File: src/rtl/bcd_stopwatch_pkg.sv
// ============================================================================
// Module   : bcd_stopwatch_pkg
// Purpose  : Shared state encoding and width constants for the BCD stopwatch.
// Revision : 1.0 - initial release
// ============================================================================
`default_nettype none

package bcd_stopwatch_pkg;
  localparam int C_DIGIT_W    = 4;
  localparam int C_PRESCALE_W = 16;

  typedef enum logic [1:0] {
    ST_IDLE  = 2'd0,
    ST_RUN   = 2'd1,
    ST_PAUSE = 2'd2
  } state_t;
endpackage

`default_nettype wire

File: src/rtl/bcd_stopwatch_digit.sv
// ============================================================================
// Module   : bcd_digit
// Purpose  : One BCD decade with synchronous clear and ripple carry.
// Revision : 1.0 - initial release
// ============================================================================
`default_nettype none

module bcd_digit
  import bcd_stopwatch_pkg::*;
(
  input  logic                 clock_in,
  input  logic                 reset_n,
  input  logic                 i_clear,
  input  logic                 i_inc_en,
  input  logic                 i_carry_in,
  output logic                 o_carry_out,
  output logic [C_DIGIT_W-1:0] o_value
);

  logic [C_DIGIT_W-1:0] r_value;
  logic                 w_at_nine;

  assign w_at_nine   = (r_value == C_DIGIT_W'(9));
  assign o_carry_out = i_carry_in & w_at_nine;
  assign o_value     = r_value;

  always_ff @(posedge clock_in) begin
    if (!reset_n) begin
      r_value <= '0;
    end else if (i_clear) begin
      r_value <= '0;
    end else if (i_inc_en && i_carry_in) begin
      r_value <= w_at_nine ? '0 : r_value + 1'b1;
    end
  end

endmodule

`default_nettype wire

File: src/rtl/bcd_stopwatch.sv
// ============================================================================
// Module   : bcd_stopwatch
// Purpose  : Start/stop/clear BCD stopwatch counting synchronized tick rises.
// Revision : 1.0 - initial release
// ============================================================================
`default_nettype none

module bcd_stopwatch
  import bcd_stopwatch_pkg::*;
#(
  parameter int DIGITS          = 4,
  parameter int TICKS_PER_COUNT = 1
) (
  input  logic                          clock_in,
  input  logic                          reset_n,
  input  logic                          tick_in,
  input  logic                          start,
  input  logic                          stop,
  input  logic                          clear,
  output logic [C_DIGIT_W*DIGITS-1:0]   count_bcd,
  output logic                          running,
  output logic                          wrap_pulse
);

  localparam logic [C_PRESCALE_W-1:0] C_TERMINAL = C_PRESCALE_W'(TICKS_PER_COUNT - 1);

  logic                    r_sync1;
  logic                    r_sync2;
  logic                    r_prev;
  logic [1:0]              r_fill;
  logic                    r_armed;
  logic                    r_tick_rise;
  state_t                  r_state;
  logic [C_PRESCALE_W-1:0] r_prescale;
  logic                    r_running;
  logic                    r_wrap;

  logic                    w_advance;
  logic                    w_terminal;
  logic                    w_inc;
  logic [DIGITS-1:0]       w_carry;

  // A level already high at reset release must fall before a rise is honoured,
  // so edges are only armed once a genuine low sample has reached r_sync2.
  always_ff @(posedge clock_in) begin
    if (!reset_n) begin
      r_sync1     <= 1'b0;
      r_sync2     <= 1'b0;
      r_prev      <= 1'b0;
      r_fill      <= 2'b00;
      r_armed     <= 1'b0;
      r_tick_rise <= 1'b0;
    end else begin
      r_sync1     <= tick_in;
      r_sync2     <= r_sync1;
      r_prev      <= r_sync2;
      r_fill      <= {r_fill[0], 1'b1};
      r_armed     <= r_armed | (r_fill[1] & ~r_sync2);
      r_tick_rise <= r_sync2 & ~r_prev & r_armed;
    end
  end

  assign w_advance  = (r_state == ST_RUN) & r_tick_rise & ~stop & ~clear;
  assign w_terminal = (r_prescale == C_TERMINAL);
  assign w_inc      = w_advance & w_terminal;

  always_ff @(posedge clock_in) begin
    if (!reset_n) begin
      r_state    <= ST_IDLE;
      r_running  <= 1'b0;
      r_prescale <= '0;
      r_wrap     <= 1'b0;
    end else begin
      r_wrap <= w_inc & w_carry[DIGITS-1];
      if (clear) begin
        r_state    <= ST_IDLE;
        r_running  <= 1'b0;
        r_prescale <= '0;
      end else begin
        case (r_state)
          ST_IDLE, ST_PAUSE: begin
            if (start) begin
              r_state   <= ST_RUN;
              r_running <= 1'b1;
            end
          end
          ST_RUN: begin
            if (stop) begin
              r_state   <= ST_PAUSE;
              r_running <= 1'b0;
            end else if (w_advance) begin
              r_prescale <= w_terminal ? '0 : r_prescale + 1'b1;
            end
          end
          default: begin
            r_state   <= ST_IDLE;
            r_running <= 1'b0;
          end
        endcase
      end
    end
  end

  for (genvar gi = 0; gi < DIGITS; gi++) begin : g_digit
    logic w_cin;
    if (gi == 0) begin : g_lsd
      assign w_cin = 1'b1;
    end else begin : g_upper
      assign w_cin = w_carry[gi-1];
    end

    bcd_digit u_digit (
      .clock_in    (clock_in),
      .reset_n     (reset_n),
      .i_clear     (clear),
      .i_inc_en    (w_inc),
      .i_carry_in  (w_cin),
      .o_carry_out (w_carry[gi]),
      .o_value     (count_bcd[gi*C_DIGIT_W +: C_DIGIT_W])
    );
  end

  assign running    = r_running;
  assign wrap_pulse = r_wrap;

endmodule

`default_nettype wire
File: config.mk
export PLATFORM = sky130hd
export DESIGN_NAME = bcd_stopwatch
export DESIGN_NICKNAME = d
export VERILOG_FILES = /design/src/rtl/bcd_stopwatch_pkg.sv /design/src/rtl/bcd_stopwatch_digit.sv /design/src/rtl/bcd_stopwatch.sv
export SDC_FILE = /design/constraint.sdc
export NUM_CORES = 1
export LEC_CHECK = 0
export CAP_MARGIN = 30
export CORE_ASPECT_RATIO = 1.4
export CORE_MARGIN = 2
export CORE_UTILIZATION = 45
export DETAILED_ROUTE_END_ITERATION = 7
export PLACE_DENSITY = 0.66
export SKIP_LAST_GASP = 1
export SLEW_MARGIN = 20
export SYNTH_ARGS = -nofsm -noshare
export SYNTH_HDL_FRONTEND = slang
export SYNTH_SLANG_ARGS = --single-unit
File: constraint.sdc
create_clock -name clock_in -period 4.7 [get_ports clock_in]
set_input_delay 0.47 -clock clock_in [delete_from_list [all_inputs] [get_ports clock_in]]
set_output_delay 0.47 -clock clock_in [all_outputs]
set_load 0.03 [all_outputs]
# After elaboration in Yosys (flattened, before gate mapping)
# Index checks and enable logic that the tools add are counted.
# Widths: inputs -> output; s select.
[totals]
regBits = 43
input_bits = 6
wordCells = 66
out_inout_bits = 18
[classes]
n_bitwise = 17
reduce_logical = 9
eq_ne = 8
n_addsub = 5
muxes = 12
[ops]
columns = ["operator", "n"]
rows = [
  ["$add 16x1->16 const B", 1],
  ["$add 4x1->4 const B", 4],
  ["$eq 4x4->1 const B", 4],
  ["$logic_not 16->1", 1],
  ["$mux 16", 1],
  ["$mux 4", 4],
  ["$and 1x1->1", 11],
  ["$not 1->1", 5],
  ["$mux 2", 2],
  ["$ne 2x2->1 const B", 2],
  ["$pmux 2 s2", 1],
  ["$reduce_or 2->1", 2],
  ["$logic_and 1x1->1", 3],
  ["$mux 1", 3],
  ["$reduce_and 3->1", 1],
  ["$eq 2x1->1 const B", 1],
  ["$eq 2x2->1 const B", 1],
  ["$logic_not 2->1", 1],
  ["$pmux 1 s2", 1],
  ["$reduce_and 2->1", 1],
  ["$or 1x1->1", 1],
]

# Longest topological paths before layout
[depth]
depth_word = 6
ltp_mapped = 9

# Modules after synthesis
# From an unflattened synthesis, not the netlist that was laid out.
[hier_totals]
cells_unflattened = 218
area_unflattened_um2 = 1959.4
[by_module_without_submodules]
columns = ["mod", "area_per_inst_um2", "cells_each", "seq_area_each_um2", "n_inst"]
rows = [
  ["bcd_stopwatch", 1178.6, 126, 520.5, 1],
  ["bcd_digit", 195.2, 23, 80.1, 4],
]

# Worst setup path before layout
# Ideal clock, no wire load.
[synth_timing]
kind = "reg-to-reg"
from = "register g_digit[0].u_digit.r_value[3]"
to = "register g_digit[3].u_digit.r_value[1]"
t_arrival_ns = 2.069
setup_slack_ns = 2.563
setup_time_ns = 0.067
stages_incl_launch_ff = 6
required_ns = 4.633
path_cell_list = "dfxtp_1 > nor4bb_1 > nand4_1 > or4_4 > or3_1 > a21oi_2"
[synth_via]
elab_chain_cells = 4
[synth_rtl]
columns = ["element", "line", "rtl"]
rows = [
  ["from (decl)", "bcd_stopwatch_digit.sv:20", "logic [C_DIGIT_W-1:0] r_value;"],
  ["from (signal assigned)", "bcd_stopwatch_digit.sv:33", "r_value <= w_at_nine ? '0 : r_value + 1'b1;"],
  ["$eq 4x4->1", "bcd_stopwatch_digit.sv:23", "assign w_at_nine = (r_value == C_DIGIT_W'(9));"],
  ["$and 1x1->1 (2 in series)", "bcd_stopwatch_digit.sv:24", "assign o_carry_out = i_carry_in & w_at_nine;"],
  ["$logic_and 1x1->1", "bcd_stopwatch_digit.sv:32", "end else if (i_inc_en && i_carry_in) begin"],
  ["to (signal assigned)", "bcd_stopwatch_digit.sv:33", ""],
  ["to (decl)", "bcd_stopwatch_digit.sv:20", ""],
]
# No other way between the ends.
# A chain may end at the register's enable or synchronous reset.

# Worst setup path in the final report
[layout_timing]
from = "input clear"
to = "register g_digit[3].u_digit.r_value[1]"
[layout_via]
elab_chain_cells = 4
elab_cells_between_ends = 5
[layout_rtl]
columns = ["element", "line", "rtl"]
rows = [
  ["from (decl)", "bcd_stopwatch.sv:19", "input logic clear,"],
  ["$not 1->1", "bcd_stopwatch.sv:63", "assign w_advance = (r_state == ST_RUN) & r_tick_rise & ~stop & ~clear;"],
  ["$and 1x1->1", "bcd_stopwatch.sv:63", ""],
  ["$and 1x1->1", "bcd_stopwatch.sv:65", "assign w_inc = w_advance & w_terminal;"],
  ["$logic_and 1x1->1", "bcd_stopwatch_digit.sv:32", ""],
]
# Several ways; a longest one is shown, not always the timed one.

==> results.sh <==
export IMPL_outcome="finished clean"
export IMPL_synth_edf_count=0
export IMPL_cts_sinks=43
export IMPL_netlist_area_leader_share_pct=41.5
export IMPL_coreArea_sq_um=4500
export IMPL_drtPass1Iterations=4
export IMPL_ant_nets=0
export IMPL_grt_use_total_pct=18.5
export IMPL_diodes=0
export IMPL_slowest_delay_ns=0.56
export IMPL_die_area_sq_um=5180
export IMPL_wl_microns=4210
export IMPL_grt_pass1_wl_microns=7510
export IMPL_vias=1696
export IMPL_cts_hold_buf=0
export IMPL_cts_buffer_depth=2
export IMPL_syn_area_per_cell_sq_um=8.76
export IMPL_post_cts_buffers=0
export IMPL_cts_root_buf="clkbuf_8"
export IMPL_synth_xor_area_share_pct=7.17
export IMPL_cts_resized_gates=0
export IMPL_nFillCells=462
export IMPL_boundaryPins=24
export IMPL_htreeDepth=2
export IMPL_fin_crit_sh_pct=48.5
export IMPL_relSlewSlack_pct=47.3
export IMPL_slew_violations=0
export IMPL_first_global_vias=1704
export IMPL_clk_latency_ns=0.30
export IMPL_syn_inst=237
export IMPL_rsz0062_at_grt="false"
export IMPL_die_h_microns=84.4
export IMPL_dr_first_iter_drc_count=35
export IMPL_yosys_area_share_simple_pct=36.3
export IMPL_pwr_density_cell_nw_per_um2=256
export IMPL_synth_top_family_by_area="simple AND/OR/NAND/NOR gates"
export IMPL_vias_per_cell=5.25
export IMPL_synth_fa_ha_area_share_pct=1.21
export IMPL_synthTopCellsByArea="dfxtp_1 41%, nor2_1 6.3%, xnor2_1 5.5%, nand4_1 2.7%, nor4_1 2.7%"
export IMPL_path_max_fanout=9
export IMPL_crit_chain="clkdlybuf4s50_1, and3b_1, nand4_4, or4_4, or3_1, a21oi_2"
export IMPL_cts_buffers=5
export IMPL_area_growth_pct=17.4
export IMPL_grt_start_max_net_pins=21
export IMPL_hold_violations=0
export IMPL_reg2reg_slack_ns=2.48
export IMPL_synth_seq_cells=43
export IMPL_gp_congestion=0.790
export IMPL_fin_nets=268
export IMPL_crit_slowest_cell="or4_4"
export IMPL_synth_area_mux_share_pct=2.41
export IMPL_startpoint_type="primary input"
export IMPL_yosysWarnings=0
export IMPL_path_clk_slew_ns=0.08
export IMPL_min_period_ns=2.28
export IMPL_use_met3_pct=2.77
export IMPL_syn_area_sq_um=2080
export IMPL_dp_hpwl_microns=3120
export IMPL_yosysTopAreaCell="dfxtp_1"
export IMPL_clock_skew_ns=0.00666
export IMPL_timing_fmax_ghz=0.439
export IMPL_synthDistinctLibCells=48
export IMPL_max_vdd_ir_drop_uv=202
export IMPL_cts_tree="done"
export IMPL_antenna_found_initial=0
export IMPL_min_path_type="flip-flop to flip-flop"
export IMPL_hold_ws_ns=0.445
export IMPL_ys_flop_type="dfxtp_1"
export IMPL_synthArstFlopShare_pct=0
export IMPL_worst_pin_slew_ns=0.790
export IMPL_worst_ep_required_time_ns=4.92
export IMPL_setup_viol=0
export IMPL_critical_path_arrival_ns=2.50
export IMPL_p_leak_nw=0.764
export IMPL_fin_tns_setup_ns=0
export IMPL_cap_violations=0
export IMPL_syn_nets=245
export IMPL_wire_per_inst_microns=13.0
export IMPL_drc=0
export IMPL_drive_gt1_share_pct=8.81
export IMPL_row_count=29
export IMPL_critical_path_class="primary input to flip-flop"
export IMPL_grt_util_met2_pct=30.6
export IMPL_start_util_pct=46.1
export IMPL_grt_busiest_layer="met2"
export IMPL_port_buffers=23
export IMPL_ys_seq_area_share_pct=41.5
export IMPL_grt_overflow=0
export IMPL_endpoint_kind="flip-flop"
export IMPL_synth_compound_area_share_pct=7.59
export IMPL_met1_usage_pct=22.9
export IMPL_die_x_microns=61.4
cells in the mapped netlist (3+ instances only):
library cell / n
a21oi_1: 11
a31oi_1: 3
and2_1: 5
and3_1: 3
and4_1: 3
clkbuf_1: 5
dfxtp_1: 43
inv_1: 12
mux2i_1: 5
nand2_1: 12
nand3_1: 9
nand3b_1: 4
nand4_1: 9
nor2_1: 35
nor2b_1: 5
nor3_1: 5
nor4_1: 9
o21ai_0: 5
or3_1: 4
xnor2_1: 13
xor2_1: 4
logic make-up after synthesis:
family          after synthesis
simple gates                125
xor+xnor                     17
mux                           5
compound gates               26
fa+ha+maj                     2
buf+inv                      19
flops                        43
path summary, 6_finish.rpt:
check,start,end,cells after the start
max,clear,g_digit[3].u_digit.o_value[1],6
min,r_fill[0],r_fill[1],1
min reg2reg,r_fill[0],r_fill[1],1
max reg2reg,g_digit[0].u_digit.o_value[3],g_digit[3].u_digit.o_value[1],5
through the flow:
stage / worst slack, ns / cells / power (W) / utilization (%) / area (sq um)
2_1_floorplan: 2.56 / 237 / 0.000389 / - / 2080
3_3_place_gp: 2.17 / 315 / 0.000397 / 52.2 / 2350
3_5_place_dp: 2.13 / 315 / 0.000397 / 52.2 / 2350
4_1_cts: 2.44 / 323 / 0.000633 / 54.2 / 2440
5_1_grt: 2.29 / 323 / 0.000645 / 54.2 / 2440
6_report: 2.42 / 323 / 0.000623 / 54.2 / 2440
final cells by class:
cell class	instances	area [sq um]	share of cell area, %
Multi-Input combinational cell	175	1130	46.6
Sequential cell	43	861	35.3
Timing Repair Buffer	23	230	9.45
Tap cell	62	77.6	3.18
Clock buffer	5	68.8	2.82
Inverter	12	45.0	1.85
Clock inverter	3	20.0	0.821
worst max-delay path, delay by kind of cell:
| family | cells | cell delay (ns) |
|---|---|---|
| buffers and inverters | 1 | 0.44 |
| and+or+nand+nor | 4 | 1.45 |
| AOI/OAI and AO/OA | 1 | 0.14 |
flip-flops by register name, summed over array words and instances, names as in the netlist:
name	count
r_prescale	16
r_tick_rise	1
r_state	2
r_prev	1
r_fill	2
wrap_pulse	1
running	1
r_sync1	1
g_digit.u_digit.o_value	16
r_sync2	1
r_armed	1
power by group:
part           total [W]  internal, W  leakage (nW)  switching (W)
clock           0.000235     0.000103        0.0402       0.000131
combinational  0.0000193   0.00000865         0.376      0.0000106
sequential      0.000369     0.000367         0.348     0.00000187
total           0.000623     0.000480         0.764       0.000144
cells in the final DEF, fill, tap and decap left out, types with 2 or more instances in the layout:
cell             netlist  routed
or4_1                  2       2
nand4_1                9       9
nor4_1                 9       9
xor2_1                 4       4
and2_1                 5       5
nor2b_1                5       5
xnor2_1               13      13
mux2i_1                5       5
nand3_1                9       9
and3_1                 3       3
a21oi_1               11      11
nor3_1                 5       5
clkinvlp_4             0       2
nand3b_1               4       4
clkdlybuf4s50_1        0      23
clkbuf_8               0       5
a31oi_1                3       3
or3_1                  4       4
or4_4                  2       2
o21ai_0                5       5
and4_1                 3       3
nand2_1               12      12
ha_1                   2       2
or2_2                  2       2
inv_1                 12      12
dfxtp_1               43      43
o31ai_1                2       2
nor2_1                35      35
and3b_1                2       2
metal layers:
layer | up-vias | wire length [microns]
met5 | - | 0
met3 | 10 | 89
met2 | 26 | 2150
met1 | 782 | 1860
li1 | 878 | -
met4 | 0 | 109
Power figures use the tool's default switching activity.
